File: src/rtl/hsv_core_issue_dispatch.sv
// Issue/dispatch stage: RAW/WAW hazard check against a 32-entry pending-register
// scoreboard, then routing of each accepted instruction into one of N_PORTS FIFOs.
module hsv_core_issue_dispatch #(
    parameter int N_PORTS    = 4,
    parameter int DATA_WIDTH = 128,
    parameter int DEPTH      = 2,
    localparam int PW        = (N_PORTS > 1) ? $clog2(N_PORTS) : 1
) (
    input  logic                          clk_core,
    input  logic                          rst_core_n,
    input  logic                          flush_req,
    output logic                          flush_ack,
    input  logic [DATA_WIDTH-1:0]         in_data,
    input  logic [PW-1:0]                 in_port,
    input  logic [4:0]                    in_rs1,
    input  logic [4:0]                    in_rs2,
    input  logic [4:0]                    in_rd,
    input  logic                          in_rs1_used,
    input  logic                          in_rs2_used,
    input  logic                          in_rd_we,
    input  logic                          valid_i,
    output logic                          ready_o,
    output logic [N_PORTS*DATA_WIDTH-1:0] out_data,
    output logic [N_PORTS-1:0]            out_valid_o,
    input  logic [N_PORTS-1:0]            out_ready_i,
    input  logic [31:0]                   commit_mask,
    output logic [31:0]                   pending_mask,
    output logic                          illegal_port_o
);

    localparam int AW   = $clog2(DEPTH);
    localparam int CW   = AW + 1;
    localparam int NSEL = 1 << PW;

    logic [31:0]        pending_q, pending_d, set_vec;
    logic               flush_ack_q, illegal_q;
    logic [NSEL-1:0]    port_legal, full_ext;
    logic [N_PORTS-1:0] full, push, pop;
    logic               hazard, illegal_port, accept;

    // Port indices that decode past N_PORTS are accepted and dropped.
    for (genvar i = 0; i < NSEL; i++) begin : g_legal
        assign port_legal[i] = (i < N_PORTS);
    end

    always_comb begin
        full_ext              = '0;
        full_ext[N_PORTS-1:0] = full;
    end

    assign hazard       = (in_rs1_used & pending_q[in_rs1])
                        | (in_rs2_used & pending_q[in_rs2])
                        | (in_rd_we    & pending_q[in_rd]);
    assign illegal_port = ~port_legal[in_port];
    assign ready_o      = rst_core_n & ~flush_req & ~hazard & (illegal_port | ~full_ext[in_port]);
    assign accept       = valid_i & ready_o;

    always_comb begin
        set_vec = '0;
        if (accept && !illegal_port && in_rd_we && (in_rd != 5'd0)) begin
            set_vec[in_rd] = 1'b1;
        end
    end

    // A set in the same cycle as a commit of the same register wins.
    always_comb begin
        pending_d = (pending_q & ~commit_mask) | set_vec;
        if (flush_req) begin
            pending_d = '0;
        end
        pending_d[0] = 1'b0;
    end

    always_ff @(posedge clk_core) begin
        if (!rst_core_n) begin
            pending_q   <= '0;
            flush_ack_q <= 1'b0;
            illegal_q   <= 1'b0;
        end else begin
            pending_q   <= pending_d;
            flush_ack_q <= flush_req;
            illegal_q   <= accept & illegal_port;
        end
    end

    assign pending_mask   = pending_q;
    assign flush_ack      = flush_ack_q;
    assign illegal_port_o = illegal_q;

    for (genvar p = 0; p < N_PORTS; p++) begin : g_port
        logic [DATA_WIDTH-1:0] mem_q [DEPTH];
        logic [AW-1:0]         wr_ptr_q, wr_ptr_d, rd_ptr_q, rd_ptr_d;
        logic [CW-1:0]         cnt_q, cnt_d;

        // Full comes from the registered count, so a pop never frees a slot in the same cycle.
        assign full[p]        = (cnt_q == CW'(DEPTH));
        assign out_valid_o[p] = rst_core_n & ~flush_req & (cnt_q != '0);
        assign push[p]        = accept & ~illegal_port & (in_port == PW'(p));
        assign pop[p]         = out_valid_o[p] & out_ready_i[p];
        assign out_data[p*DATA_WIDTH +: DATA_WIDTH] = mem_q[rd_ptr_q];

        always_comb begin
            wr_ptr_d = wr_ptr_q;
            rd_ptr_d = rd_ptr_q;
            cnt_d    = cnt_q;
            if (push[p]) begin
                wr_ptr_d = wr_ptr_q + AW'(1);
            end
            if (pop[p]) begin
                rd_ptr_d = rd_ptr_q + AW'(1);
            end
            case ({push[p], pop[p]})
                2'b10:   cnt_d = cnt_q + CW'(1);
                2'b01:   cnt_d = cnt_q - CW'(1);
                default: cnt_d = cnt_q;
            endcase
            if (flush_req) begin
                wr_ptr_d = '0;
                rd_ptr_d = '0;
                cnt_d    = '0;
            end
        end

        always_ff @(posedge clk_core) begin
            if (!rst_core_n) begin
                wr_ptr_q <= '0;
                rd_ptr_q <= '0;
                cnt_q    <= '0;
            end else begin
                wr_ptr_q <= wr_ptr_d;
                rd_ptr_q <= rd_ptr_d;
                cnt_q    <= cnt_d;
            end
        end

        always_ff @(posedge clk_core) begin
            if (push[p]) begin
                mem_q[wr_ptr_q] <= in_data;
            end
        end
    end

endmodule

File: config.mk
export PLATFORM = sky130hd
export DESIGN_NAME = hsv_core_issue_dispatch
export DESIGN_NICKNAME = d
export VERILOG_FILES = /design/src/rtl/hsv_core_issue_dispatch.sv
export SDC_FILE = /design/constraint.sdc
export NUM_CORES = 1
export LEC_CHECK = 0
export CAP_MARGIN = 20
export CORE_MARGIN = 2
export CORE_UTILIZATION = 47
export DETAILED_ROUTE_END_ITERATION = 10
export GPL_TIMING_DRIVEN = 0
export PLACE_DENSITY = 0.76
export SLEW_MARGIN = 40
export SYNTH_ARGS = -nofsm -noshare
export SYNTH_HDL_FRONTEND = slang
export SYNTH_SLANG_ARGS = --single-unit
export TNS_END_PERCENT = 30
File: constraint.sdc
create_clock -name clk_core -period 9.1 [get_ports clk_core]
set_input_delay 1.365 -clock clk_core [delete_from_list [all_inputs] [get_ports clk_core]]
set_output_delay 1.365 -clock clk_core [all_outputs]
set_load 0.01 [all_outputs]
; After elaboration in Yosys (flattened, before gate mapping)
; Memory sizes are Yosys's and may differ from the RTL's. A register that Yosys moved wholly into a read port is not among the register bits.
; Index checks and enable logic that the tools add are counted.
; W data, S select, Z words.
[totals]
word_cells = 136
ram_bits = 1024
regBits = 50
memories = 4
inputBits = 188
[memory_table]
columns = memory, depth, width, rd, rd_ports_with_merged_regs, wr, line_no
row1 = g_port[0].mem_q, 2, 128, 1, 1, 1, 91  ; logic [DATA_WIDTH-1:0] mem_q [DEPTH];
row2 = g_port[1].mem_q, 2, 128, 1, 1, 1, 91
row3 = g_port[2].mem_q, 2, 128, 1, 1, 1, 91
row4 = g_port[3].mem_q, 2, 128, 1, 1, 1, 91
[op_classes]
n_bitwise = 32
addsub = 16
n_reduce_logical = 15
mux = 33
n_eq_ne = 15
magnitude_cmp = 5
[op_table]
columns = operator, count
row1 = $and A32 B32 Y32, 1
row2 = $mux W32, 1
row3 = $not A32 Y32, 1
row4 = $or A32 B32 Y32, 1
row5 = $mux W1, 22
row6 = $and A1 B1 Y1, 21
row7 = $eq A2 B2 Y1 const B, 10
row8 = $lt A5 B6 Y1 const B, 3
row9 = $pmux W2 S2, 4
row10 = $reduce_bool A2 Y1, 8
row11 = $bmux W1 S5, 3
row12 = $eq A2 B1 Y1 const B, 5
row13 = $add A1 B1 Y1 const B, 8
row14 = $add A2 B1 Y2 const B, 4
row15 = $sub A2 B1 Y2 const B, 4
row16 = $demux W1 S5, 1
row17 = $ge A5 B1 Y1 const B, 1
row18 = $not A1 Y1, 5
row19 = $reduce_bool A5 Y1, 1
row20 = $bmux W1 S2, 2
row21 = $logic_and A1 B1 Y1, 4
row22 = $lt A2 B3 Y1 const B, 1
row23 = $or A1 B1 Y1, 3
row24 = $logic_not A2 Y1, 1
row25 = $reduce_or A2 Y1, 1

; Logic depth before layout (Yosys ltp)
; Gate-level depths: netlist (run 1).
[logic_depth]
depth_word = 14
mapped_depth = 11

; Least setup slack after synthesis (run 1)
; Ideal clock, no wire load.
[synth_path]
path_type = input -> register
from = input port in_rs2[0]
to = memory g_port[2].mem_q[0][0] (enable)
setup_slack_ps = -244
path_stages = 8
t_required_ps = 8483
t_arrival_ps = 8726
setup_ps = 617
path_cell_list = buf_2 > mux4_2 > mux2i_1 > nor3b_1 > or4_4 > a221oi_4 > nand3_1 > nor2_1
[synth_between]
elab_chain_cells = 13
[synth_lines]
columns = item, line_no
row1 = from (decl), 16  ; input logic [4:0] in_rs2,
row2 = $bmux W1 S5, 52  ; | (in_rs2_used & pending_q[in_rs2])
row3 = $mux W1 (implied by the code), 52
row4 = $and A1 B1 Y1, 52
row5 = $or A1 B1 Y1, 52
row6 = $or A1 B1 Y1, 53  ; | (in_rd_we & pending_q[in_rd]);
row7 = $not A1 Y1, 55  ; assign ready_o = rst_core_n & ~flush_req & ~hazard & (illegal_port | ~full_ext[in_port]);
row8 = $and A1 B1 Y1 (2 in a row), 55
row9 = $and A1 B1 Y1, 56  ; assign accept = valid_i & ready_o;
row10 = $and A1 B1 Y1 (2 in a row), 98  ; assign push[p] = accept & ~illegal_port & (in_port == PW'(p));
row11 = $mux W1, 137  ; if (push[p]) begin
row12 = $mux W1 (implied by the code), 138  ; mem_q[wr_ptr_q] <= in_data;
row13 = to (decl), 91
; No other way between the ends. The select of a mux whose other input is x is not followed.

; Worst setup path after layout (run 1)
[layout_path]
from = input port in_rd[1]
to = output port ready_o
[layout_between]
elab_chain_cells = 7
[layout_lines]
columns = item, line_no
row1 = from (decl), 17  ; input logic [4:0] in_rd,
row2 = $bmux W1 S5, 53
row3 = $mux W1 (implied by the code), 53
row4 = $and A1 B1 Y1, 53
row5 = $or A1 B1 Y1, 53
row6 = $not A1 Y1, 55
row7 = $and A1 B1 Y1 (2 in a row), 55
row8 = to (decl), 22  ; output logic ready_o,
; No other way between the ends. The select of a mux whose other input is x is not followed.

==> flow_metrics.py, run 1 <==
metrics = {
    "critical_path": {
        "critical_path.slowest_cell": "clkdlybuf4s50_1",
        "critPathKind": "in2out",
        "crit_required_ps": 7740,
        "critical_path_peak_fanout": 10,
        "cp-end-kind": "output pin",
        "critPathArrivalTime_ps": 4780,
        "timing.critical_path.slowest_cell_delay_ps": 620,
        "critical_path.startpoint_type": "input pin",
        "cp_cell_sequence": "clkdlybuf4s50_1 > buf_1 > mux4_2 > nand3_1 > nand3_1 > a221o_1 > a221oi_4 > nand2_1 > inv_1 > clkdlybuf4s50_1",
    },
    "global_routing": {
        "grt_start_max_net_pins": 57,
        "grt_pass1_wl_mm": 159.9,
        "met1_usage_pct": 30.85,
        "global_route.peak_usage_layer": "met2",
        "grt_antenna_before_repair": 11,
        "grt_pass1_vias": 22450,
        "globalRouteMet2Util_pct": 43.85,
        "gr-usage-met3_pct": 7.127,
        "grt.total_usage_pct": 25.68,
        "grt_remaining_overflow": 0,
    },
    "sta": {
        "final.setup_skew_ps": 49.72,
        "final-max-slew-violation-count": 0,
        "top_achievable_clock_speed_ghz": 0.1627,
        "timing.final.crit_share_pct": 67.55,
        "rsz0062_at_grt": "false",
        "timing.max_slew.rel_slack_pct": 42.95,
        "report.final.hold_viol_count": 0,
        "final-setup-viol-count": 0,
        "worstMarginPinSlew_ps": 855.8,
        "period_needed_ps": 6147,
        "setup_total_negative_slack_ps": 0,
    },
    "synth": {
        "synth_top_flop_cell": "edfxtp_1",
        "ys_seq_elements": 1076,
        "portion_of_the_post_synthesis_area_used_by_sequential_elements_pct": 79.90,
        "synth.yosys.warnings": 0,
        "synth_largest_area_cell": "edfxtp_1",
        "synthArstFlopShare_pct": 0,
        "synth_area_um2": 39790,
        "synth.distinct_cells": 43,
        "post_synth_main_area_contributors": "edfxtp_1 (77%), mux2_2 (15%), dfxtp_1 (2.6%), mux4_2 (1.1%), clkbuf_1 (0.64%)",
        "synth_top_cell_area_share_pct": 77.29,
        "postSynthCellCount": 1917,
        "syn_area_per_cell_um2": 20.75,
        "synth_edf_count": 1024,
    },
    "clock_network": {
        "cts.sinks": 1076,
        "clkLatencyLatePin_ps": 680,
        "cts_tree": "yes",
        "postCtsSetupBuffers": 0,
        "post_cts_hold_buffer_count": 0,
        "cts.reportedPaths.clkPinSlew_ps": 60,
        "ctsLongestPathBuffers": 3,
        "tritoncts.num_buffers": 106,
        "cts-htree-levels": 3,
        "clk_root_buffer_cell": "clkbuf_16",
        "postCtsResizedCells": 0,
    },
    "power_and_ir_drop": {
        "power.density_nw_per_um2": 187.5,
        "power.ir.vdd_worst_uv": 174.8,
        "p_leak_uw": 0.01755,
    },
    "cells_and_area": {
        "fillCellCount": 5601,
        "syn2layout_area_growth_pct": 35.74,
        "sequential_cell_area_um2": 31790,
        "nNetsFinal": 3025,
        "drive_above_1_share_pct": 27.75,
        "multiInputGateArea_um2": 7717,
        "fin_cells": 4066,
    },
    "floorplan": {
        "vertical_extent_of_the_die_um": 294.9,
        "design.portCount": 739,
        "initial_utilization_pct": 47.54,
        "die_area_um2": 86990,
        "core_area_um2": 83690,
        "chipWidth_um": 294.9,
        "rows": 106,
    },
    "route": {
        "route.vias.total": 22010,
        "via_density": 5.414,
        "avgRoutedWirePerCell_um": 28.05,
        "total_wirelength_mm": 114.0,
        "first_pass_iters": 5,
        "antenna_violating_nets_post_route": 0,
        "detail_route.drc_violations": 0,
        "drt_first_iter_violations": 1567,
    },
    "place": {
        "gp_congestion": 0.8554,
        "port_buffers": 730,
        "dpl.hpwl_mm": 80.23,
        "post-place-cells": 3859,
    },
    "flow_run": {
        "max_cap_violations": 0,
    },
    "min_path": {
        "min-delay-path-class": "reg2reg",
    },
    "outcome": {
        "run_status": "completed",
    },
}
## layout by cell type, fill, tap and decap left out, drive strengths merged, types with 2 or more instances in the layout
cell type,count
clkinvlp,5
mux2,516
diode,10
o21ai,20
ha,4
bufinv,14
a21oi,10
nand2,14
inv,11
a221oi,2
edfxtp,1024
nor3b,3
nand3b,32
o31ai,16
dfxtp,52
and3,2
nor2,35
nor2b,8
nor3,2
xnor2,8
buf,86
clkbuf,193
nand4,6
clkdlybuf4s50,730
mux4,19
or3,4
a211oi,2
nand3,13
conb,2
nand2b,5
clkinv,51
xor2,4
and2,6
mux2i,13
## cells by family after synthesis
group,count (synthesis),synth area share (%)
compound gates,56,0.9467
xor+xnor,12,0.2642
fa+ha+maj,4,0.1258
buf+inv,86,0.8396
flops,1076,79.90
mux,548,16.01
other cells,1,0.009426
simple gates,134,1.903
## registers in the layout, indices dropped and copies added, names as in the netlist, named ones only
name	flops
g_port.wr_ptr_q	4
g_port.rd_ptr_q	4
flush_ack	1
g_port.cnt_q	8
g_port.mem_q	1024
pending_mask	31
## cell type report
type	instances	area share, %
inverter	9	0.07645
antenna	10	0.04634
clock buffer	125	5.044
sequential	1076	58.87
timing repair buffer	807	16.90
tap	1134	2.627
buffer	77	0.6116
clock inverter	72	1.541
multi-input combinational	756	14.29
## final timing paths
check / start / end / slack [ps] / depth (start not counted)
setup / recovery: in_rd[1] / ready_o / 2950 / 10
hold / removal: g_port[1].cnt_q[1] / g_port[1].cnt_q[1] / 520 / 2
setup reg to reg: pending_mask[25] / g_port[3].mem_q[1][87] / 4740 / 12
hold reg to reg: g_port[1].cnt_q[1] / g_port[1].cnt_q[1] / 520 / 2
## worst max-delay path: cells and delay by family
kind            cells  cell delay (ps)
buf+inv             4             1760
simple gates        3              300
compound gates      2              930
mux                 1              430
## cell usage after synthesis (4+ instances only)
cell,instances
and2_1,6
o31ai_1,16
mux4_2,19
nand3_1,13
edfxtp_1,1024
or3_1,4
o21ai_0,20
nand4_1,6
mux2i_1,13
xor2_1,4
nor2_1,35
ha_1,4
a21oi_1,10
inv_1,9
dfxtp_1,52
nor2b_1,8
nand3b_1,32
nand2_1,14
nand2b_1,5
mux2_2,516
xnor2_1,8
buf_1,4
clkbuf_1,68
## per-layer routing
layer	vias to the layer above	part of all wire [%]
met5	-	0.036
li1	9474	-
met3	216	8.8
met4	6	4.0
met2	990	50
met1	11330	37
## where the power goes
group	internal (µW)	switching [µW]
sequential	5440	5.13
clock	2550	1850
combinational	133	147
total	8130	2000
## stage by stage
step | worst slack, ps | hold WS (ps) | power, µW | utilization (%) | cell area (µm²)
after global routing | 2805 | 545.6 | 10390 | 64.53 | 54000
after floorplan | -243.7 | 450.2 | 5618 | - | 39790
final | 2953 | 517.8 | 10130 | 64.53 | 54010
after global placement | -7037 | 459.8 | 5814 | 57.97 | 48520
after CTS | 2980 | 512.4 | 10200 | 64.50 | 53980
after detailed placement | 2862 | 502.9 | 5826 | 60.25 | 50420
No activity file was read; power rests on OpenSTA's default activity.
==> run 2, diff against run 1 <==
==> constraint.sdc (replaced) <==
create_clock -name clk_core -period 5.6 [get_ports clk_core]
set_input_delay 0.84 -clock clk_core [delete_from_list [all_inputs] [get_ports clk_core]]
set_output_delay 0.84 -clock clk_core [all_outputs]
set_load 0.01 [all_outputs]
==> run 2 against run 1 <==
  * Final cell count is essentially flat
  * Hold slack got worse by 8.5 ps
  * Critical path depth did not move
  * Non-clock buffer count is 1 lower
  * Flip-flop and latch count is the same
  * Utilization decreased by 0.29 points
  * Sequential share of layout area rose by 0.26 points
  * Setup slack lost 2500 ps
==> flow_metrics.py, run 2 (same netlist as run 1, synthesis figures left out) <==
metrics = {
    "outcome": {
        "run_status": "completed",
    },
    "sta": {
        "worstMarginPinSlew_ps": 837.8,
        "final-max-slew-violation-count": 0,
        "rsz0062_at_grt": "false",
        "final.hold.worst_slack_ps": 509.3,
        "period_needed_ps": 5106,
        "timing.max_slew.rel_slack_pct": 44.15,
        "report.final.hold_viol_count": 0,
        "final-setup-viol-count": 0,
        "top_achievable_clock_speed_ghz": 0.1958,
        "final.setup_skew_ps": 61.67,
        "timing.final.crit_share_pct": 91.18,
        "setup_total_negative_slack_ps": 0,
    },
    "global_routing": {
        "grt_antenna_before_repair": 12,
        "grt.total_usage_pct": 25.16,
        "grt_remaining_overflow": 0,
        "grt_pass1_wl_mm": 157.2,
        "grt_start_max_net_pins": 60,
        "grt_pass1_vias": 22600,
    },
    "route": {
        "avgRoutedWirePerCell_um": 27.70,
        "antenna_violating_nets_post_route": 0,
        "via_density": 5.417,
        "route.vias.total": 22010,
        "total_wirelength_mm": 112.5,
        "first_pass_iters": 7,
        "detail_route.drc_violations": 0,
        "drt_first_iter_violations": 1733,
    },
    "min_path": {
        "min-delay-path-class": "reg2reg",
        "hp-start": "g_port[2].wr_ptr_q",
    },
    "floorplan": {
        "core_area_um2": 83690,
        "initial_utilization_pct": 47.54,
        "die_area_um2": 86990,
        "design.portCount": 739,
        "rows": 106,
        "vertical_extent_of_the_die_um": 294.9,
        "chipWidth_um": 294.9,
    },
    "clock_network": {
        "cts.sinks": 1076,
        "tritoncts.num_buffers": 106,
        "cts_tree": "yes",
        "cts.reportedPaths.clkPinSlew_ps": 50,
        "clk_root_buffer_cell": "clkbuf_16",
        "cts-htree-levels": 3,
        "ctsLongestPathBuffers": 3,
        "postCtsSetupBuffers": 0,
        "clkLatencyLatePin_ps": 690,
        "postCtsResizedCells": 0,
        "post_cts_hold_buffer_count": 0,
    },
    "place": {
        "port_buffers": 730,
        "post-place-cells": 3858,
        "placed_area_um2": 50190,
        "dpl.hpwl_mm": 79.64,
        "gp_congestion": 0.8900,
    },
    "critical_path": {
        "crit_required_ps": 4760,
        "critical_path.reg2reg.startpoint": "pending_mask[30]",
        "worst_setup_path_startpoint": "in_rd[0]",
        "critPathArrivalTime_ps": 4270,
        "cp-end-kind": "output pin",
        "critical_path.slowest_cell": "clkdlybuf4s50_1",
        "path_delay_family": "buffers and inverters",
        "timing.critical_path.slowest_cell_delay_ps": 670,
        "critical_path.startpoint_type": "input pin",
        "critPathKind": "in2out",
        "cp_cell_sequence": "clkdlybuf4s50_1 > buf_2 > mux4_2 > nand2_1 > nand3_1 > a221o_1 > a221oi_4 > nand2_1 > inv_1 > clkdlybuf4s50_1",
        "timing.critical_path.buf_inv": 4,
        "critical_path_peak_fanout": 10,
    },
    "power_and_ir_drop": {
        "power.ir.vdd_worst_uv": 265.6,
        "p_leak_uw": 0.01747,
        "power.density_nw_per_um2": 306.3,
    },
    "flow_run": {
        "max_cap_violations": 0,
    },
    "cells_and_area": {
        "final_common_cell": "edfxtp_1",
        "finalInstanceArea_um2": 53760,
        "fin_cells": 4062,
        "fillCellCount": 5592,
        "nNetsFinal": 3024,
        "largest_register_ff_count": 1024,
        "syn2layout_area_growth_pct": 35.13,
        "layout.cells.most_common_list": "edfxtp_1 (1024), clkdlybuf4s50_1 (730), mux2_2 (516)",
        "biggest_register": "g_port.mem_q",
        "final_core_util_pct": 64.24,
        "drive_above_1_share_pct": 27.66,
    },
}
run 2: cell count changes in the layout (fill, tap and decap cells not counted), moves of 2 or more:
cell / change
buf_16: -17
diode_2: -3
clkinv_4: +2
clkbuf_2: -2
inv_16: +3
clkinv_16: -3
buf_8: +16
clkinv_1: -3
clkbuf_1: +5
run 2: path summary, 6_finish.rpt:
kind | endpoint | slack [ps] | cells after the start
max | ready_o | 490 | 10
min | g_port[2].wr_ptr_q | 510 | 1
max reg2reg | g_port[3].mem_q[0][79] | 1340 | 12
min reg2reg | g_port[2].wr_ptr_q | 510 | 1
run 2: stage by stage:
stage               setup WS [ps]  power, µW
finish                      494.0      16470
floorplan                   -1081       9128
CTS                         523.0      16570
global placement            -5323       9436
global route                400.7      16910
detailed placement         -107.9       9463
run 2: layout make-up:
cell class / instances / area, µm² / area share, %
Inverter: 9 / 41.29 / 0.07680
Timing Repair Buffer: 806 / 8899 / 16.55
Clock buffer: 129 / 2760 / 5.134
Buffer: 77 / 327.8 / 0.6097
Sequential cell: 1076 / 31790 / 59.13
Clock inverter: 68 / 792.0 / 1.473
Antenna cell: 7 / 17.52 / 0.03258
Multi-Input combinational cell: 756 / 7717 / 14.35
Tap cell: 1134 / 1419 / 2.639
run 2: layer usage:
layer	vias up	track usage, %	share of wire [%]
li1	9444	-	-
met1	11290	30.49	37
met2	1014	42.01	49
met3	251	6.653	8.7
met4	8	12.13	4.9
met5	-	0	0.042
run 2: power by group:
| group | total, µW | switching (µW) | internal [µW] | leakage, µW |
|---|---|---|---|---|
| sequential | 8850 | 8.28 | 8840 | 0.00963 |
| combinational | 449 | 234 | 215 | 0.00611 |
| clock | 7170 | 2990 | 4180 | 0.00173 |
==> run 3, diff against run 2 <==
--- a/config.mk
+++ b/config.mk
@@ -5,6 +5,7 @@
 export SDC_FILE = /design/constraint.sdc
 export NUM_CORES = 1
 export LEC_CHECK = 0
+export ABC_AREA = 1
 export CAP_MARGIN = 20
 export CORE_MARGIN = 2
 export CORE_UTILIZATION = 47
==> run 3 against run 2 <==
  * Utilization is 0.13 points lower
  * Setup slack improved by 490 ps
  * Die area up 1.3%
  * Count of clock-buffer cells in the layout did not move
  * Area after synthesis up 1.3%
  * Largest cell class unchanged
  * Largest power group unchanged
==> flow_metrics.py, run 3 <==
metrics = {
    "synth": {
        "synth_top_flop_cell": "edfxtp_1",
        "post_synthesis_xor_xnor_area_fraction_pct": 0.08688,
        "synth.yosys.warnings": 0,
        "synth.distinct_cells": 30,
        "synth_edf_count": 1024,
        "synthArstFlopShare_pct": 0,
        "portion_of_the_post_synthesis_area_used_by_sequential_elements_pct": 78.84,
        "synth_compound_area_share_pct": 1.043,
        "ys_seq_elements": 1076,
        "combinational_family_with_the_most_area_after_synthesis": "multiplexers",
        "synth_top_cell_area_share_pct": 76.26,
        "synth_largest_area_cell": "edfxtp_1",
        "postSynthCellCount": 2186,
        "yosysMostFrequentCell": "edfxtp_1",
        "synth_area_um2": 40320,
        "synth_fa_ha_area_share_pct": 0.1241,
        "synth.top_cells.by_count": "edfxtp_1 (1024), mux2_2 (512), nand2_1 (172), inv_1 (77), nor2_1 (74)",
        "yosys-mux-area-fraction_pct": 14.30,
        "synth_simple_gate_area_share_pct": 3.935,
        "post_synth_main_area_contributors": "edfxtp_1 (76%), mux2_2 (14%), dfxtp_1 (2.6%), nand2_1 (1.6%), nand3_1 (0.73%)",
        "syn_area_per_cell_um2": 18.45,
    },
    "place": {
        "dpl.hpwl_mm": 85.12,
        "port_buffers": 733,
        "gp_congestion": 0.9384,
    },
    "sta": {
        "timing.max_slew.rel_slack_pct": 40.08,
        "final-max-slew-violation-count": 0,
        "period_needed_ps": 4620,
        "final-setup-viol-count": 0,
        "final.hold.worst_slack_ps": 502.5,
        "report.final.hold_viol_count": 0,
        "top_achievable_clock_speed_ghz": 0.2165,
        "final.setup_skew_ps": 65.08,
        "timing.final.crit_share_pct": 82.49,
        "rsz0062_at_grt": "false",
        "worstMarginPinSlew_ps": 898.9,
    },
    "global_routing": {
        "grt_start_max_net_pins": 18,
        "grt_pass1_wl_mm": 168.3,
        "grt.total_usage_pct": 26.24,
        "grt_antenna_before_repair": 8,
        "grt_remaining_overflow": 0,
        "grt_pass1_vias": 23920,
    },
    "critical_path": {
        "critical_path.startpoint_type": "input pin",
        "timing.critical_path.buf_inv": 10,
        "path_delay_family": "buffers and inverters",
        "critical_path_peak_fanout": 14,
        "critical_path.slowest_cell": "nor2_4",
        "timing.critical_path.slowest_cell_delay_ps": 560,
        "critPathKind": "in2reg",
        "cp_cell_sequence": "clkdlybuf4s50_1 > inv_1 > nor2_1 > clkinv_1 > a31oi_1 > nand4_1 > inv_1 > nand2_1 > nor2_2 > nand4_1 > nor2_4 > buf_16 > buf_8 > buf_8 > buf_8 > buf_16 > buf_16",
        "crit_required_ps": 5980,
        "cp-end-kind": "flip-flop",
        "critPathArrivalTime_ps": 5000,
        "worst_setup_path_startpoint": "rst_core_n",
        "critical_path.reg2reg.startpoint": "pending_mask[24]",
    },
    "clock_network": {
        "ctsLongestPathBuffers": 3,
        "cts_tree": "yes",
        "tritoncts.num_buffers": 105,
        "cts.reportedPaths.clkPinSlew_ps": 60,
        "cts-htree-levels": 3,
        "clkLatencyLatePin_ps": 700,
        "postCtsSetupBuffers": 0,
        "cts.sinks": 1076,
        "postCtsResizedCells": 0,
        "clk_root_buffer_cell": "clkbuf_16",
        "post_cts_hold_buffer_count": 0,
    },
    "power_and_ir_drop": {
        "clkPwrFrac_pct": 43.3,
        "cellInternalPower_uw": 13200,
        "power.ir.vdd_worst_uv": 409.7,
        "total_power_uw": 16480,
        "p_seq_share_pct": 53.7,
        "total_switching_power_uw": 3277,
        "combPwrFrac_pct": 3.0,
        "power.density_nw_per_um2": 301.9,
        "netSwitchingFraction_pct": 19.88,
        "p_leak_uw": 0.01809,
    },
    "floorplan": {
        "design.portCount": 739,
        "initial_utilization_pct": 47.36,
        "die_area_um2": 88150,
        "rows": 107,
        "vertical_extent_of_the_die_um": 296.9,
        "core_area_um2": 85150,
        "chipWidth_um": 296.9,
    },
    "route": {
        "detail_route.drc_violations": 0,
        "via_density": 5.381,
        "route.vias.total": 23410,
        "avgRoutedWirePerCell_um": 27.17,
        "total_wirelength_mm": 118.2,
        "first_pass_iters": 5,
        "drt_first_iter_violations": 1868,
        "antenna_violating_nets_post_route": 0,
    },
    "flow_run": {
        "max_cap_violations": 0,
    },
    "cells_and_area": {
        "nNetsFinal": 3306,
        "final_core_util_pct": 64.11,
        "biggest_register": "g_port.mem_q",
        "drive_above_1_share_pct": 26.14,
        "largest_register_ff_count": 1024,
        "layout.cells.most_common_list": "edfxtp_1 (1024), clkdlybuf4s50_1 (733), mux2_2 (512)",
        "syn2layout_area_growth_pct": 35.39,
        "final_common_cell": "edfxtp_1",
    },
    "min_path": {
        "hp-start": "g_port[0].cnt_q[1]",
        "min-delay-path-class": "reg2reg",
    },
    "outcome": {
        "run_status": "completed",
    },
}
[run 3: cell count changes after synthesis, sizes merged, moves of 19 or more]
cell / before / now
a21oi: 10 / 49
inv: 9 / 79
mux4: 19 / 0
nand2: 14 / 172
nand3: 13 / 78
nand3b: 32 / 1
nor2: 35 / 76
[run 3: final timing paths]
check,endpoint,slack (ps),depth (start not counted)
worst max-delay path,g_port[0].mem_q[1][108],980,17
worst min-delay path,g_port[0].cnt_q[1],500,2
worst max register to register,g_port[0].mem_q[1][108],1870,16
worst min register to register,g_port[0].cnt_q[1],500,2
[run 3: cell type report]
cell class | instances | area, µm²
sequential | 1076 | 31790
fill | 5868 | 30560
timing repair buffer | 820 | 9203
multi-input combinational | 951 | 7925
clock buffer | 129 | 2718
tap | 1144 | 1431
clock inverter | 66 | 812.0
buffer | 80 | 396.6
inverter | 80 | 302.8
antenna | 5 | 12.51
[run 3: metal layers]
metal / GRT usage [%] / routed length, µm / vias up
met5: 0 / 13 / -
met4: 11.24 / 5337 / 2
met3: 7.205 / 9804 / 243
met2: 44.18 / 58430 / 1070
met1: 31.82 / 44640 / 11940
li1: - / - / 10160
[run 3: power by group through the flow]
stage | clock network (µW) | registers [µW] | logic [µW]
after floorplan | 0 | 9030 | 131
after global placement | 0 | 9030 | 454
after detailed placement | 0 | 9020 | 494
after CTS | 7230 | 8850 | 497
after global routing | 7520 | 8850 | 531
final | 7130 | 8850 | 500
[run 3: stage by stage]
step | setup slack, ps | TNS, ps | cells | instance area, µm²
final | 980.5 | 0 | 4351 | 54590
after global routing | 839.0 | 0 | 4351 | 54590
after CTS | 1036 | 0 | 4345 | 54560
after detailed placement | 352.7 | 0 | 4150 | 51030
after global placement | -4912 | -4900740 | 4064 | 49110
after floorplan | -226.7 | -222720 | 2187 | 40350
[run 3: worst min-delay path, cell delays in order, from the launching register on]
cell     delay (ps)
dfxtp_1         310
inv_1            80
a21oi_1          60
[run 3: cells by family (layout without fill, tap and decap cells)]
group / count (synthesis) / in the layout
flops: 1076 / 1076
mux: 512 / 512
compound gates: 76 / 76
fa+ha+maj: 4 / 4
buf+inv: 160 / 1175
other cells: 1 / 7
xor+xnor: 4 / 4
simple gates: 353 / 353
